### config.mk
export PLATFORM = sky130hd
export DESIGN_NAME = frame_stream_source
export DESIGN_NICKNAME = d
export VERILOG_FILES = /design/src/rtl/frame_stream_pkg.sv /design/src/rtl/pixel_colour_xform.sv /design/src/rtl/frame_stream_source.sv
export SDC_FILE = /design/constraint.sdc
export NUM_CORES = 1
export LEC_CHECK = 0
export ABC_AREA = 1
export BUFFER_PORTS_ARGS = -buffer_cell sky130_fd_sc_hd__buf_2
export CAP_MARGIN = 5
export CORE_MARGIN = 1
export CORE_UTILIZATION = 50
export DETAILED_ROUTE_END_ITERATION = 10
export PLACE_DENSITY = 0.79
export SETUP_SLACK_MARGIN = 0.4
export SYNTH_ARGS = -nofsm -noshare
export SYNTH_HDL_FRONTEND = slang
export SYNTH_SLANG_ARGS = --single-unit
### constraint.sdc
create_clock -name clk -period 6.2 [get_ports clk]
set_input_delay 0.31 -clock clk [delete_from_list [all_inputs] [get_ports clk]]
set_output_delay 0.31 -clock clk [all_outputs]
set_load 0.01 [all_outputs]
### src/rtl/frame_stream_pkg.sv
// rtl/frame_stream_pkg.sv - shared types, colour coefficients and channel expand helper
package frame_stream_pkg;

  typedef enum logic [2:0] {
    MODE_PASS   = 3'd0,
    MODE_GRAY   = 3'd1,
    MODE_PINK   = 3'd2,
    MODE_INVERT = 3'd3,
    MODE_THRESH = 3'd4
  } mode_e;

  typedef enum logic [1:0] {
    ST_IDLE,
    ST_RUN,
    ST_DRAIN,
    ST_FLUSH
  } state_e;

  localparam int GRAY_R = 77;
  localparam int GRAY_G = 150;
  localparam int GRAY_B = 29;
  localparam int PINK_R = 120;
  localparam int PINK_G = 60;
  localparam int PINK_B = 50;

  localparam int CH_MAX_W = 16;
  localparam int CH_IDX_W = 4;

  // Replicates an in_w-bit channel MSB-first into out_w bits; leftover low bits stay zero.
  function automatic logic [CH_MAX_W-1:0] expand_ch(input logic [CH_MAX_W-1:0] val,
                                                     input int in_w, input int out_w);
    logic [CH_MAX_W-1:0] res;
    res = '0;
    for (int i = 0; i < CH_MAX_W; i++) begin
      if (i < out_w && i < (out_w / in_w) * in_w)
        res[CH_IDX_W'(out_w - 1 - i)] = val[CH_IDX_W'(in_w - 1 - (i % in_w))];
    end
    return res;
  endfunction

endpackage

### src/rtl/pixel_colour_xform.sv
// rtl/pixel_colour_xform.sv - registered colour transform stage between frame-buffer read and output FIFO
module pixel_colour_xform
  import frame_stream_pkg::*;
#(
  parameter int IN_CH_W  = 4,
  parameter int OUT_CH_W = 10
) (
  input  logic                  clk,
  input  logic                  reset,
  input  logic                  i_flush,
  input  logic                  i_valid,
  input  logic                  i_sop,
  input  logic                  i_eop,
  input  logic [2:0]            i_mode,
  input  logic [3*IN_CH_W-1:0]  i_data,
  output logic                  o_valid,
  output logic                  o_sop,
  output logic                  o_eop,
  output logic [3*OUT_CH_W-1:0] o_data
);

  localparam int SUM_W = OUT_CH_W + 8;

  logic [OUT_CH_W-1:0]   w_r, w_g, w_b, w_y, w_p;
  logic [SUM_W-1:0]      w_gray_sum, w_pink_sum;
  logic [3*OUT_CH_W-1:0] w_data;

  assign w_r = OUT_CH_W'(expand_ch(CH_MAX_W'(i_data[3*IN_CH_W-1 -: IN_CH_W]), IN_CH_W, OUT_CH_W));
  assign w_g = OUT_CH_W'(expand_ch(CH_MAX_W'(i_data[2*IN_CH_W-1 -: IN_CH_W]), IN_CH_W, OUT_CH_W));
  assign w_b = OUT_CH_W'(expand_ch(CH_MAX_W'(i_data[IN_CH_W-1 -: IN_CH_W]), IN_CH_W, OUT_CH_W));

  assign w_gray_sum = SUM_W'(GRAY_R) * SUM_W'(w_r) + SUM_W'(GRAY_G) * SUM_W'(w_g)
                    + SUM_W'(GRAY_B) * SUM_W'(w_b);
  assign w_pink_sum = SUM_W'(PINK_R) * SUM_W'(w_r) + SUM_W'(PINK_G) * SUM_W'(w_g)
                    + SUM_W'(PINK_B) * SUM_W'(w_b);
  assign w_y = w_gray_sum[OUT_CH_W+7:8];
  assign w_p = w_pink_sum[OUT_CH_W+7:8];

  always_comb begin
    w_data = {w_r, w_g, w_b};
    case (i_mode)
      MODE_GRAY:   w_data = {w_y, w_y, w_y};
      MODE_PINK:   w_data = {w_p, w_p >> 2, w_p >> 1};
      MODE_INVERT: w_data = {~w_r, ~w_g, ~w_b};
      MODE_THRESH: w_data = {(3*OUT_CH_W){w_y[OUT_CH_W-1]}};
      default:     w_data = {w_r, w_g, w_b};
    endcase
  end

  always_ff @(posedge clk or posedge reset) begin
    if (reset) begin
      o_valid <= 1'b0;
      o_sop   <= 1'b0;
      o_eop   <= 1'b0;
      o_data  <= '0;
    end else begin
      o_valid <= i_valid & ~i_flush;
      if (i_valid) begin
        o_sop  <= i_sop;
        o_eop  <= i_eop;
        o_data <= w_data;
      end
    end
  end

endmodule

### src/rtl/frame_stream_source.sv
// rtl/frame_stream_source.sv - frame-buffer walker emitting one credit-limited video packet per frame
module frame_stream_source
  import frame_stream_pkg::*;
#(
  parameter int H_RES      = 320,
  parameter int V_RES      = 240,
  parameter int IN_CH_W    = 4,
  parameter int OUT_CH_W   = 10,
  parameter int RD_LAT     = 2,
  parameter int FIFO_DEPTH = 4
) (
  input  logic                           clk,
  input  logic                           reset,
  input  logic                           enable,
  input  logic                           frame_restart,
  input  logic [2:0]                     mode,
  output logic [$clog2(H_RES*V_RES)-1:0] rd_addr,
  input  logic [3*IN_CH_W-1:0]           rd_data,
  output logic [3*OUT_CH_W-1:0]          src_data,
  output logic                           src_valid,
  input  logic                           src_ready,
  output logic                           src_sop,
  output logic                           src_eop,
  output logic [15:0]                    frame_count
);

  localparam int NPIX = H_RES * V_RES;
  localparam int AW   = $clog2(NPIX);
  localparam int DW   = 3 * OUT_CH_W;
  localparam int PW   = (FIFO_DEPTH > 1) ? $clog2(FIFO_DEPTH) : 1;
  localparam int CW   = $clog2(FIFO_DEPTH + 1);
  localparam int IFW  = $clog2(RD_LAT + FIFO_DEPTH + 2);

  state_e                  r_state, w_next_state;
  logic [AW-1:0]           r_addr;
  logic [2:0]              r_mode_latched;
  logic [RD_LAT-1:0]       r_vpipe, r_sop_pipe, r_eop_pipe;
  logic [RD_LAT-1:0][2:0]  r_mode_pipe;
  logic [DW+1:0]           r_mem [FIFO_DEPTH];
  logic [PW-1:0]           r_wr_ptr, r_rd_ptr;
  logic [CW-1:0]           r_fifo_cnt;
  logic [15:0]             r_frame_count;

  logic                    w_issue, w_flush, w_credit, w_pop, w_last, w_addr_zero;
  logic [2:0]              w_issue_mode;
  logic [IFW-1:0]          w_pipe_cnt, w_in_flight;
  logic                    w_x_valid, w_x_sop, w_x_eop;
  logic [DW-1:0]           w_x_data;
  logic [DW+1:0]           w_head;

  assign w_addr_zero  = (r_addr == '0);
  assign w_last       = (r_addr == AW'(NPIX - 1));
  assign w_issue_mode = w_addr_zero ? mode : r_mode_latched;
  assign w_pop        = src_valid & src_ready;

  always_comb begin
    w_pipe_cnt = '0;
    for (int i = 0; i < RD_LAT; i++)
      w_pipe_cnt = w_pipe_cnt + IFW'(r_vpipe[i]);
  end

  // A beat leaving this cycle frees its slot, which keeps one read per clock at RD_LAT+2 entries.
  assign w_in_flight = w_pipe_cnt + IFW'(w_x_valid) + IFW'(r_fifo_cnt);
  assign w_credit    = (w_in_flight < IFW'(FIFO_DEPTH)) || w_pop;

  always_comb begin
    w_next_state = r_state;
    w_issue      = 1'b0;
    w_flush      = 1'b0;
    case (r_state)
      ST_IDLE: begin
        if (enable) w_next_state = ST_RUN;
      end
      ST_RUN: begin
        if (frame_restart) begin
          w_flush      = 1'b1;
          w_next_state = ST_FLUSH;
        end else if (!enable && w_addr_zero) begin
          w_next_state = ST_DRAIN;
        end else begin
          w_issue = w_credit;
          if (w_credit && w_last && !enable) w_next_state = ST_DRAIN;
        end
      end
      ST_DRAIN: begin
        if (frame_restart) begin
          w_flush      = 1'b1;
          w_next_state = ST_FLUSH;
        end else if (w_in_flight == '0) begin
          w_next_state = ST_IDLE;
        end
      end
      ST_FLUSH: begin
        w_next_state = enable ? ST_RUN : ST_IDLE;
      end
      default: w_next_state = ST_IDLE;
    endcase
  end

  always_ff @(posedge clk or posedge reset) begin
    if (reset) begin
      r_state        <= ST_IDLE;
      r_addr         <= '0;
      r_mode_latched <= '0;
    end else begin
      r_state <= w_next_state;
      if (w_flush || (r_state == ST_IDLE && frame_restart)) begin
        r_addr <= '0;
      end else if (w_issue) begin
        r_addr <= w_last ? '0 : r_addr + 1'b1;
        if (w_addr_zero) r_mode_latched <= mode;
      end
    end
  end

  // Valid/tag shift register mirrors the frame-buffer read latency.
  always_ff @(posedge clk or posedge reset) begin
    if (reset) begin
      r_vpipe     <= '0;
      r_sop_pipe  <= '0;
      r_eop_pipe  <= '0;
      r_mode_pipe <= '0;
    end else if (w_flush) begin
      r_vpipe <= '0;
    end else begin
      r_vpipe[0]     <= w_issue;
      r_sop_pipe[0]  <= w_addr_zero;
      r_eop_pipe[0]  <= w_last;
      r_mode_pipe[0] <= w_issue_mode;
      for (int i = 1; i < RD_LAT; i++) begin
        r_vpipe[i]     <= r_vpipe[i-1];
        r_sop_pipe[i]  <= r_sop_pipe[i-1];
        r_eop_pipe[i]  <= r_eop_pipe[i-1];
        r_mode_pipe[i] <= r_mode_pipe[i-1];
      end
    end
  end

  pixel_colour_xform #(
    .IN_CH_W  (IN_CH_W),
    .OUT_CH_W (OUT_CH_W)
  ) u_xform (
    .clk     (clk),
    .reset   (reset),
    .i_flush (w_flush),
    .i_valid (r_vpipe[RD_LAT-1]),
    .i_sop   (r_sop_pipe[RD_LAT-1]),
    .i_eop   (r_eop_pipe[RD_LAT-1]),
    .i_mode  (r_mode_pipe[RD_LAT-1]),
    .i_data  (rd_data),
    .o_valid (w_x_valid),
    .o_sop   (w_x_sop),
    .o_eop   (w_x_eop),
    .o_data  (w_x_data)
  );

  always_ff @(posedge clk) begin
    if (w_x_valid && !w_flush) r_mem[r_wr_ptr] <= {w_x_sop, w_x_eop, w_x_data};
  end

  always_ff @(posedge clk or posedge reset) begin
    if (reset) begin
      r_wr_ptr   <= '0;
      r_rd_ptr   <= '0;
      r_fifo_cnt <= '0;
    end else if (w_flush) begin
      r_wr_ptr   <= '0;
      r_rd_ptr   <= '0;
      r_fifo_cnt <= '0;
    end else begin
      if (w_x_valid) r_wr_ptr <= (r_wr_ptr == PW'(FIFO_DEPTH - 1)) ? '0 : r_wr_ptr + 1'b1;
      if (w_pop)     r_rd_ptr <= (r_rd_ptr == PW'(FIFO_DEPTH - 1)) ? '0 : r_rd_ptr + 1'b1;
      r_fifo_cnt <= r_fifo_cnt + CW'(w_x_valid) - CW'(w_pop);
    end
  end

  always_ff @(posedge clk or posedge reset) begin
    if (reset) r_frame_count <= '0;
    else if (w_pop && src_eop) r_frame_count <= r_frame_count + 16'd1;
  end

  assign w_head      = r_mem[r_rd_ptr];
  assign src_valid   = (r_fifo_cnt != '0);
  assign src_data    = src_valid ? w_head[DW-1:0] : '0;
  assign src_sop     = src_valid & w_head[DW+1];
  assign src_eop     = src_valid & w_head[DW];
  assign rd_addr     = r_addr;
  assign frame_count = r_frame_count;

endmodule
Yosys cells after proc, flatten, opt, wreduce, memory -nomap -nowiden
Memories as Yosys holds them, arrays and structs flattened.
Cells that the tools add are included.
- add/sub/neg operators: 13
- multiplexer cells: 29
- equal/unequal tests: 13
- $lt $le $gt $ge: 1
- multipliers: 6
- bitwise gates (word level): 9
- reduce and logical (&&, ||, !) cells: 20
- operator list (kind ; count):
    30-bit one-hot mux with 4 select lines ; 1
    17-bit two-way mux ; 3
    30-bit two-way mux ; 1
    8-bit inverter with 10-bit output ; 3
    7-bit by 6-bit multiplier with 13-bit output (first input constant) ; 2
    2-bit two-way mux ; 13
    5-bit by 6-bit multiplier with 11-bit output (first input constant) ; 2
    4-bit by 6-bit multiplier with 10-bit output (first input constant) ; 2
    17-bit by 16-bit adder with 18-bit output ; 1
    17-bit by 18-bit adder with 18-bit output ; 1
    18-bit by 15-bit adder with 18-bit output ; 1
    18-bit by 16-bit adder with 18-bit output ; 1
    17-bit by 1-bit adder with 17-bit output (second input constant) ; 1
    17-bit equality test (second input constant) ; 1
    17-bit zero test ; 1
    16-bit by 1-bit adder with 16-bit output (second input constant) ; 1
    2-bit equality test (second input constant) ; 4
    1-bit two-way mux ; 8
    2-bit one-hot mux with 4 select lines ; 1
    3-bit by 2-bit equality test with 1-bit output (second input constant) ; 2
    1-bit logical AND ; 6
    3-bit two-way mux ; 2
    2-bit nonzero test ; 3
    2-bit by 1-bit adder with 2-bit output (second input constant) ; 2
    22 further kinds ; 28
- input bits: 20
- logic and storage cells: 108
- register bits after elaboration: 90
- memories kept: 1
- RAM bits: 128
- output and inout bits: 66
- memories (memory ; words ; width ; rd ports ; clocked after Yosys merged registers in ; write ports ; RTL line ; RTL):
    r_mem ; 4 ; 32 ; 1 ; 0 ; 1 ; frame_stream_source.sv:39 ; logic [DW+1:0] r_mem [FIFO_DEPTH];

Depth between registers and ports, before layout
Gate-level depths: netlist of run 1.
- depth in word-level cells: 11
- gate-level depth with buffers: 28
- mapped depth without buffers: 28

Hierarchy
A second synthesis of run 1 with hierarchy kept.
- cells, all modules: 1656
- area total of the unflattened synthesis: 14765.4 sq um
- modules (own cells, without submodules) (module ; area an instance (sq um) ; cells an instance ; instances):
    frame_stream_source ; 8328.0 ; 801 ; 1
    pixel_colour_xform ; 6437.4 ; 855 ; 1

Worst setup path before layout of run 1
Ideal clock, no wire load.
- kind: input port to flip-flop
- from: input port rd_data[8]
- to: register u_xform.o_data[25]
- setup slack: 1.629 ns
- stages: 27
- required time: 6.079 ns
- setup time: 0.121 ns
- arrival: 4.450 ns
- buffers on the path: 0
- cell sequence: inv_1 ha_1 inv_1 ha_1 inv_1 fa_1 inv_1 ha_1 fa_1 nand3_1 nand2_1 a21oi_1 o21bai_1 xor2_1 fa_1 inv_1 ha_1 nand2_1 nor2_1 and2_1 nand2_1 nand3_1 nand2_1 nand3_1 nand2_1 o21bai_1 nand2_1
- word-level cells in the longest chain between the ends: 4
- elaborated cells on any way between the ends: 7
- those cells by class: add/sub: 4; mul: 2; mux: 1
- ends and longest elaborated chain (item ; RTL line ; RTL):
    start, declared ; frame_stream_source.sv:18 ; input logic [3*IN_CH_W-1:0] rd_data,
    7-bit by 6-bit multiplier with 13-bit output / 4-bit by 6-bit multiplier with 10-bit output (equally long branches) ; pixel_colour_xform.sv:32, pixel_colour_xform.sv:34 ;
    17-bit by 18-bit adder with 18-bit output / 17-bit by 16-bit adder with 18-bit output (equally long branches) ; pixel_colour_xform.sv:32, pixel_colour_xform.sv:34 ;
    18-bit by 15-bit adder with 18-bit output / 18-bit by 16-bit adder with 18-bit output (equally long branches) ; pixel_colour_xform.sv:33, pixel_colour_xform.sv:35 ;
    30-bit one-hot mux with 4 select lines * ; pixel_colour_xform.sv:41 ; case (i_mode)
    end signal, assigned ; pixel_colour_xform.sv:61 ; o_data <= w_data;
    end, declared ; pixel_colour_xform.sv:19 ; output logic [3*OUT_CH_W-1:0] o_data
Every way passes the cells marked *; elsewhere a longest branch is shown, timed or not.
A chain may end at the register's enable or synchronous reset.

Worst setup path in the final report of run 1
- from: input port rd_data[8]
- to: register u_xform.o_data[15]
Same word-level chain as after synthesis.

==> results of run 1 <==
[metal layers]
layer  part of all wire, %  up-vias
li1                      -     5128
met1                    44     4940
met2                    49      286
met3                   6.2       31
met4                   1.5        0
met5                     0        -
[registers in the layout, indices dropped and copies added (netlist names), 3 cells and up]
register        count
frame_count        16
u_xform.o_data     26
r_mem             112
r_fifo_cnt          3
rd_addr            17
r_mode_latched      3
r_mode_pipe         6
[path summary, 6_finish.rpt]
path,cells after the start,slack [ps],from,end
max,28,1260,rd_data[8],u_xform.o_data[15]$_DFFE_PP0P_
min,3,190,reset,frame_count[11]$_DFFE_PP0P_
max reg2reg,10,3140,r_vpipe[1]$_DFF_PP0_,rd_addr[0]$_DFFE_PP0P_
min reg2reg,1,470,frame_count[15]$_DFFE_PP0P_,frame_count[15]$_DFFE_PP0P_
max in group asynchronous,3,5240,reset,r_rd_ptr[0]$_DFFE_PP0P_
min in group clk,4,210,src_ready,r_rd_ptr[0]$_DFFE_PP0P_
[critical path: cells and delay by family]
family / cells / cell delay [ps]
simple gates: 11 / 1060
xor+xnor: 1 / 170
fa+ha+maj: 7 / 2550
compound gates: 3 / 310
buf+inv: 6 / 820
[cell type report]
class	instances	share of cell area (%)
repair buffers	93	3.21
clock inverters	15	0.869
inverters	218	5.42
well taps	341	2.82
clock buffers	17	2.81
multi-input cells	1068	48.3
diodes	1	0.0166
flip-flops and latches	198	36.5
[per-stage QoR]
step           std cells  power, mW  hold WS (ps)
6_report            1951       6.96           194
2_1_floorplan       1517       4.89           448
3_5_place_dp        1918       5.90           457
4_1_cts             1950       6.97           207
5_1_grt             1951       7.63           261
3_3_place_gp        1918       5.82           460
[cells by family after synthesis]
logic type / Yosys count
AND/OR/NAND/NOR: 554
multiplexers: 3
XOR/XNOR: 67
buffers and inverters: 251
adder cells (fa/ha/maj): 201
flip-flops: 198
AO/OA/AOI/OAI: 243
[cell usage in the layout, fill, tap and decap left out, types with 3 or more instances in the layout]
cell,instances
a21boi_0,3
a21o_1,4
a21oi_1,90
buf_2,85
buf_4,8
clkbuf_16,17
clkinv_2,3
dfrtp_1,85
edfxtp_1,112
fa_1,57
ha_1,144
inv_1,203
inv_2,12
inv_6,5
inv_8,5
mux2_2,3
nand2_1,261
nand2_2,4
nand2_4,4
nand3_1,61
nand3b_1,5
nand4_1,16
nor2_1,171
nor2_2,9
nor2_4,4
nor3_1,8
o211ai_1,4
o21ai_0,106
o21ai_1,10
o21bai_1,5
o22ai_2,9
xnor2_1,25
xor2_1,41
[report_power, final]
part	internal [mW]	total [mW]	switching [mW]
registers	1.69	1.91	0.222
clock network	0.531	1.05	0.517
logic	1.43	4.00	2.57
total	3.65	6.96	3.31
==> flow_summary.yaml, run 1 <==
status:
  status: "complete, no violations"
cells_and_area:
  finalNetCount: 1817
  fin_area_um2: 15100
  layout-drive-gt1-share_pct: 11.4
  utilization_pct: 55.9
  ff_latch_area_um2: 5520
  syn_to_final_growth_pct: 9.61
  num-fill-cells: 2328
  multi_input_area_um2: 7310
grt:
  grt.overflow.total: 0
  grt_pass1_wl_um: 50000
  grt_use_total_pct: 22.3
  grt_pass1_vias: 10231
  use_met2_pct: 38.0
  top_usage_layer: "met2"
  antenna_found_initial: 1
  use_met1_pct: 28.9
  grtUsageMet3_pct: 4.04
  grt_max_degree: 87
placed_design:
  post-place-ws_ps: 807
  port-buffer-count: 85
  place_congestion: 0.892
  dp_hpwl_um: 22700
  dpl_cell_area_um2: 14600
clock_network:
  cts.sinks: 198
  cts_hold_buf: 0
  clockBufferDepth: 2
  clkTransAtPathRegs_ps: 70
  htree_num_levels: 4
  cts.repair.resized: 0
  cts_tree: "yes"
  cts_buffers: 17
  cts_setup_buffers: 0
  clk_latency_ps: 440
  cts-root-buf: "clkbuf_16"
sta:
  drv_slew: 0
  finalSetupViolCount: 0
  tightest_slew_ps: 1100
  post-route-period-util_pct: 79.7
  tns_ps: 0
  fmax_mhz: 202
  relSlewSlack_pct: 26.8
  rsz0062_at_grt: "no"
  finalClockSkew_ps: 18.7
  setup_ws_ps: 1260
  post-route-min-period_ps: 4940
  final-hold-violation-count: 0
floorplanning:
  io_pins: 86
  core_area_um2: 27000
  dieArea_um2: 28200
  start_util_pct: 51.0
  die_h_um: 168
  die_w_um: 168
  rows: 60
synth:
  muxShareOfSynthArea_pct: 0.245
  synth-simple-area-share_pct: 17.2
  yosys_warnings: 0
  synth_cell_types: 51
  netlist_instances: 1517
  async_flop_share_pct: 43.4
  synth_seq_area_share_pct: 40.0
  synth_enable_flop_cells: 112
  netlist_top_cells_area: "edfxtp_1 24%, dfrtp_1 16%, ha_1 13%, fa_1 8.3%, nand2_1 7.1%"
  synth_compound_area_share_pct: 9.84
  synthMostInstantiatedCell: "nand2_1"
  synth_top_area_cell: "edfxtp_1"
  synth_fa_ha_area_share_pct: 21.3
  ys.flop_type: "edfxtp_1"
  synth_top_family_by_area: "adder cells"
  synth_xor_xnor_area_share_pct: 4.31
  netlist.area_leader.share_pct: 24.4
  yosys-top-cells-count: "261 x nand2_1, 204 x inv_1, 175 x nor2_1, 144 x ha_1, 112 x edfxtp_1"
  syn-cell-area_um2: 13800
  avgSynthCellArea_um2: 9.09
  synth-seq-cells: 198
  syn-num-nets: 1738
setup_path:
  required_ps: 6500
  crit_arrival_ps: 5240
  crit_fanout: 10
  path_class: "primary input to register"
  cp_slowest_cell: "fa_1"
  startpoint_type: "primary input"
  critPathCaptureType: "register"
  critPathMaxStageDelay_ps: 510
route:
  drt_iter0_drc: 715
  vias_per_cell: 5.32
  num_vias: 10385
  drt-pass1-iter-count: 5
  drc: 0
  drt-total-wl_um: 30200
  antenna_left: 0
  avgRoutedWirePerCell_um: 15.5
power:
  power_density_nw_per_um2: 461
  leakage_nw: 7.29
  ir_drop_mv: 0.263
flow_run:
  cap_violations: 0
hold_path:
  hold_class: "primary input to asynchronous set/reset pin"
No activity file was read; power rests on OpenSTA's default activity.
==> run 2: changes to the inputs <==
==> constraint.sdc (replaced) <==
create_clock -name clk -period 4.6 [get_ports clk]
set_input_delay 0.23 -clock clk [delete_from_list [all_inputs] [get_ports clk]]
set_output_delay 0.23 -clock clk [all_outputs]
set_load 0.01 [all_outputs]
==> flow_summary.yaml, run 2 (synthesis results as in run 1) <==
clock_network:
  clk_latency_ps: 430
  clkTransAtPathRegs_ps: 70
  cts.sinks: 198
  cts_buffers: 17
  htree_num_levels: 4
  cts-root-buf: "clkbuf_16"
  clockBufferDepth: 2
  cts_tree: "yes"
  cts_hold_buf: 0
floorplanning:
  rows: 60
  dieArea_um2: 28200
  core_area_um2: 27000
  die_w_um: 168
  start_util_pct: 51.0
  die_h_um: 168
  io_pins: 86
route:
  avgRoutedWirePerCell_um: 15.9
  met1_length_um: 14000
  drt-total-wl_um: 32500
  drt_iter0_drc: 845
  wl_met2_um: 16500
  drc: 0
  antenna_left: 0
  vias_per_cell: 5.34
  route.met3.wl_um: 1420
  drt-pass1-iter-count: 5
  highest_layer: "met4"
  num_vias: 10926
grt:
  grt_max_degree: 87
  grt_pass1_vias: 11020
  grt_use_total_pct: 23.8
  antenna_found_initial: 0
  grt.overflow.total: 0
  grt_pass1_wl_um: 53800
setup_path:
  reg2reg_setup_slack_ps: 1530
  worstSetupPathDepth: 26
  cp_slowest_cell: "fa_2"
  r2r-end: "rd_addr[11]$_DFFE_PP0P_"
  r2r_cells: 9
  startpoint_type: "primary input"
  cpMostUsedCell: "nand2_1"
  crit_family: "adder cells"
  crit_arrival_ps: 4550
  critPathMaxStageDelay_ps: 570
  required_ps: 4970
  cp_num_buf_inv: 6
  r2r-start: "r_vpipe[1]$_DFF_PP0_"
  path_class: "primary input to register"
  critPathCaptureType: "register"
  crit_fanout: 4
placed_design:
  place_congestion: 0.912
  port-buffer-count: 85
  dp.cells: 2005
  dp_hpwl_um: 23800
sta:
  drv_slew: 0
  fmax_mhz: 239
  finalClockSkew_ps: 16.6
  finalSetupViolCount: 0
  tns_ps: 0
  final-hold-violation-count: 0
  post-route-min-period_ps: 4190
  post-route-period-util_pct: 91.0
  relSlewSlack_pct: 27.4
  rsz0062_at_grt: "yes"
  tightest_slew_ps: 1090
cells_and_area:
  layout_common_cells: "245 x nand2_1, 190 x inv_1, 165 x nor2_1, 124 x ha_1, 112 x edfxtp_1"
  largest_reg_flops: 112
  diodes: 0
  layout-drive-gt1-share_pct: 21.6
  syn_to_final_growth_pct: 18.6
  layout_commonest_cell: "nand2_1"
  utilization_pct: 60.5
  multi_input_area_um2: 7760
  finalNonFillerCells: 2046
  num-fill-cells: 2195
  finalNetCount: 1913
  ff_latch_area_um2: 5520
  regMostFlops: "r_mem"
power:
  ir_drop_mv: 0.476
  power_density_nw_per_um2: 673
  leakage_nw: 7.79
  power_mw: 11.0
flow_run:
  cap_violations: 0
hold_path:
  hold_class: "primary input to asynchronous set/reset pin"
status:
  status: "complete, no violations"
-- run 2: changes by cell type in the layout (fill, tap and decap cells not counted), moves of 14 or more --
cell / delta
buf_4: +98
ha_1: -20
ha_4: +16
nand2_1: -16
a21oi_1: -14
-- run 2: where the power goes --
part           switching (mW)  internal (mW)  leakage, nW  total [mW]
Sequential              0.306           2.28         2.13        2.58
Clock                   0.686          0.771        0.284        1.46
Combinational            4.12           2.85         5.38        6.97
-- run 2: worst max path at each step --
stage	from	to	slack, ps
6_report	rd_data[1]	u_xform.o_data[6]$_DFFE_PP0P_	410
2_1_floorplan	rd_data[1]	u_xform.o_data[25]$_DFFE_PP0P_	400
3_3_place_gp	rd_data[5]	u_xform.o_data[14]$_DFFE_PP0P_	-140
3_5_place_dp	rd_data[1]	u_xform.o_data[14]$_DFFE_PP0P_	-170
4_1_cts	rd_data[7]	u_xform.o_data[14]$_DFFE_PP0P_	360
5_1_grt	rd_data[1]	u_xform.o_data[25]$_DFFE_PP0P_	210
-- run 2: layout make-up --
cell class	instances	share of cell area, %
inverters	218	5.07
repair buffers	189	7.55
clock inverters	15	0.972
well taps	341	2.61
clock buffers	17	2.60
multi-input cells	1068	47.5
flip-flops and latches	198	33.7
-- run 2: tightest hold or removal path, cell delays in order --
cell,delay (ps)
buf_2,110
clkinv_2,30
buf_4,810
-- run 2: what timing repair did --
| item | 4_1_cts | 5_1_grt |
|---|---|---|
| buffers inserted | 0 | 9 |
| pin swaps | 5 | 56 |
| setup endpoints to repair | 12 | 24 |
| resized for setup | 21 | 87 |
-- run 2: metal layers --
metal	GRT usage, %	up-vias
li1	-	5311
met4	6.40	0
met5	0	-
met1	31.0	5250
met3	3.06	56
met2	41.9	309
-- run 2: through the flow --
| stage | area (µm²) | hold slack, ps | setup WS, ps |
|---|---|---|---|
| after floorplan | 13900 | 381 | 402 |
| after global placement | 15300 | 460 | -136 |
| after detailed placement | 15300 | 472 | -172 |
| after CTS | 16000 | 140 | 359 |
| after global routing | 16400 | 184 | 213 |
| final | 16400 | 145 | 413 |
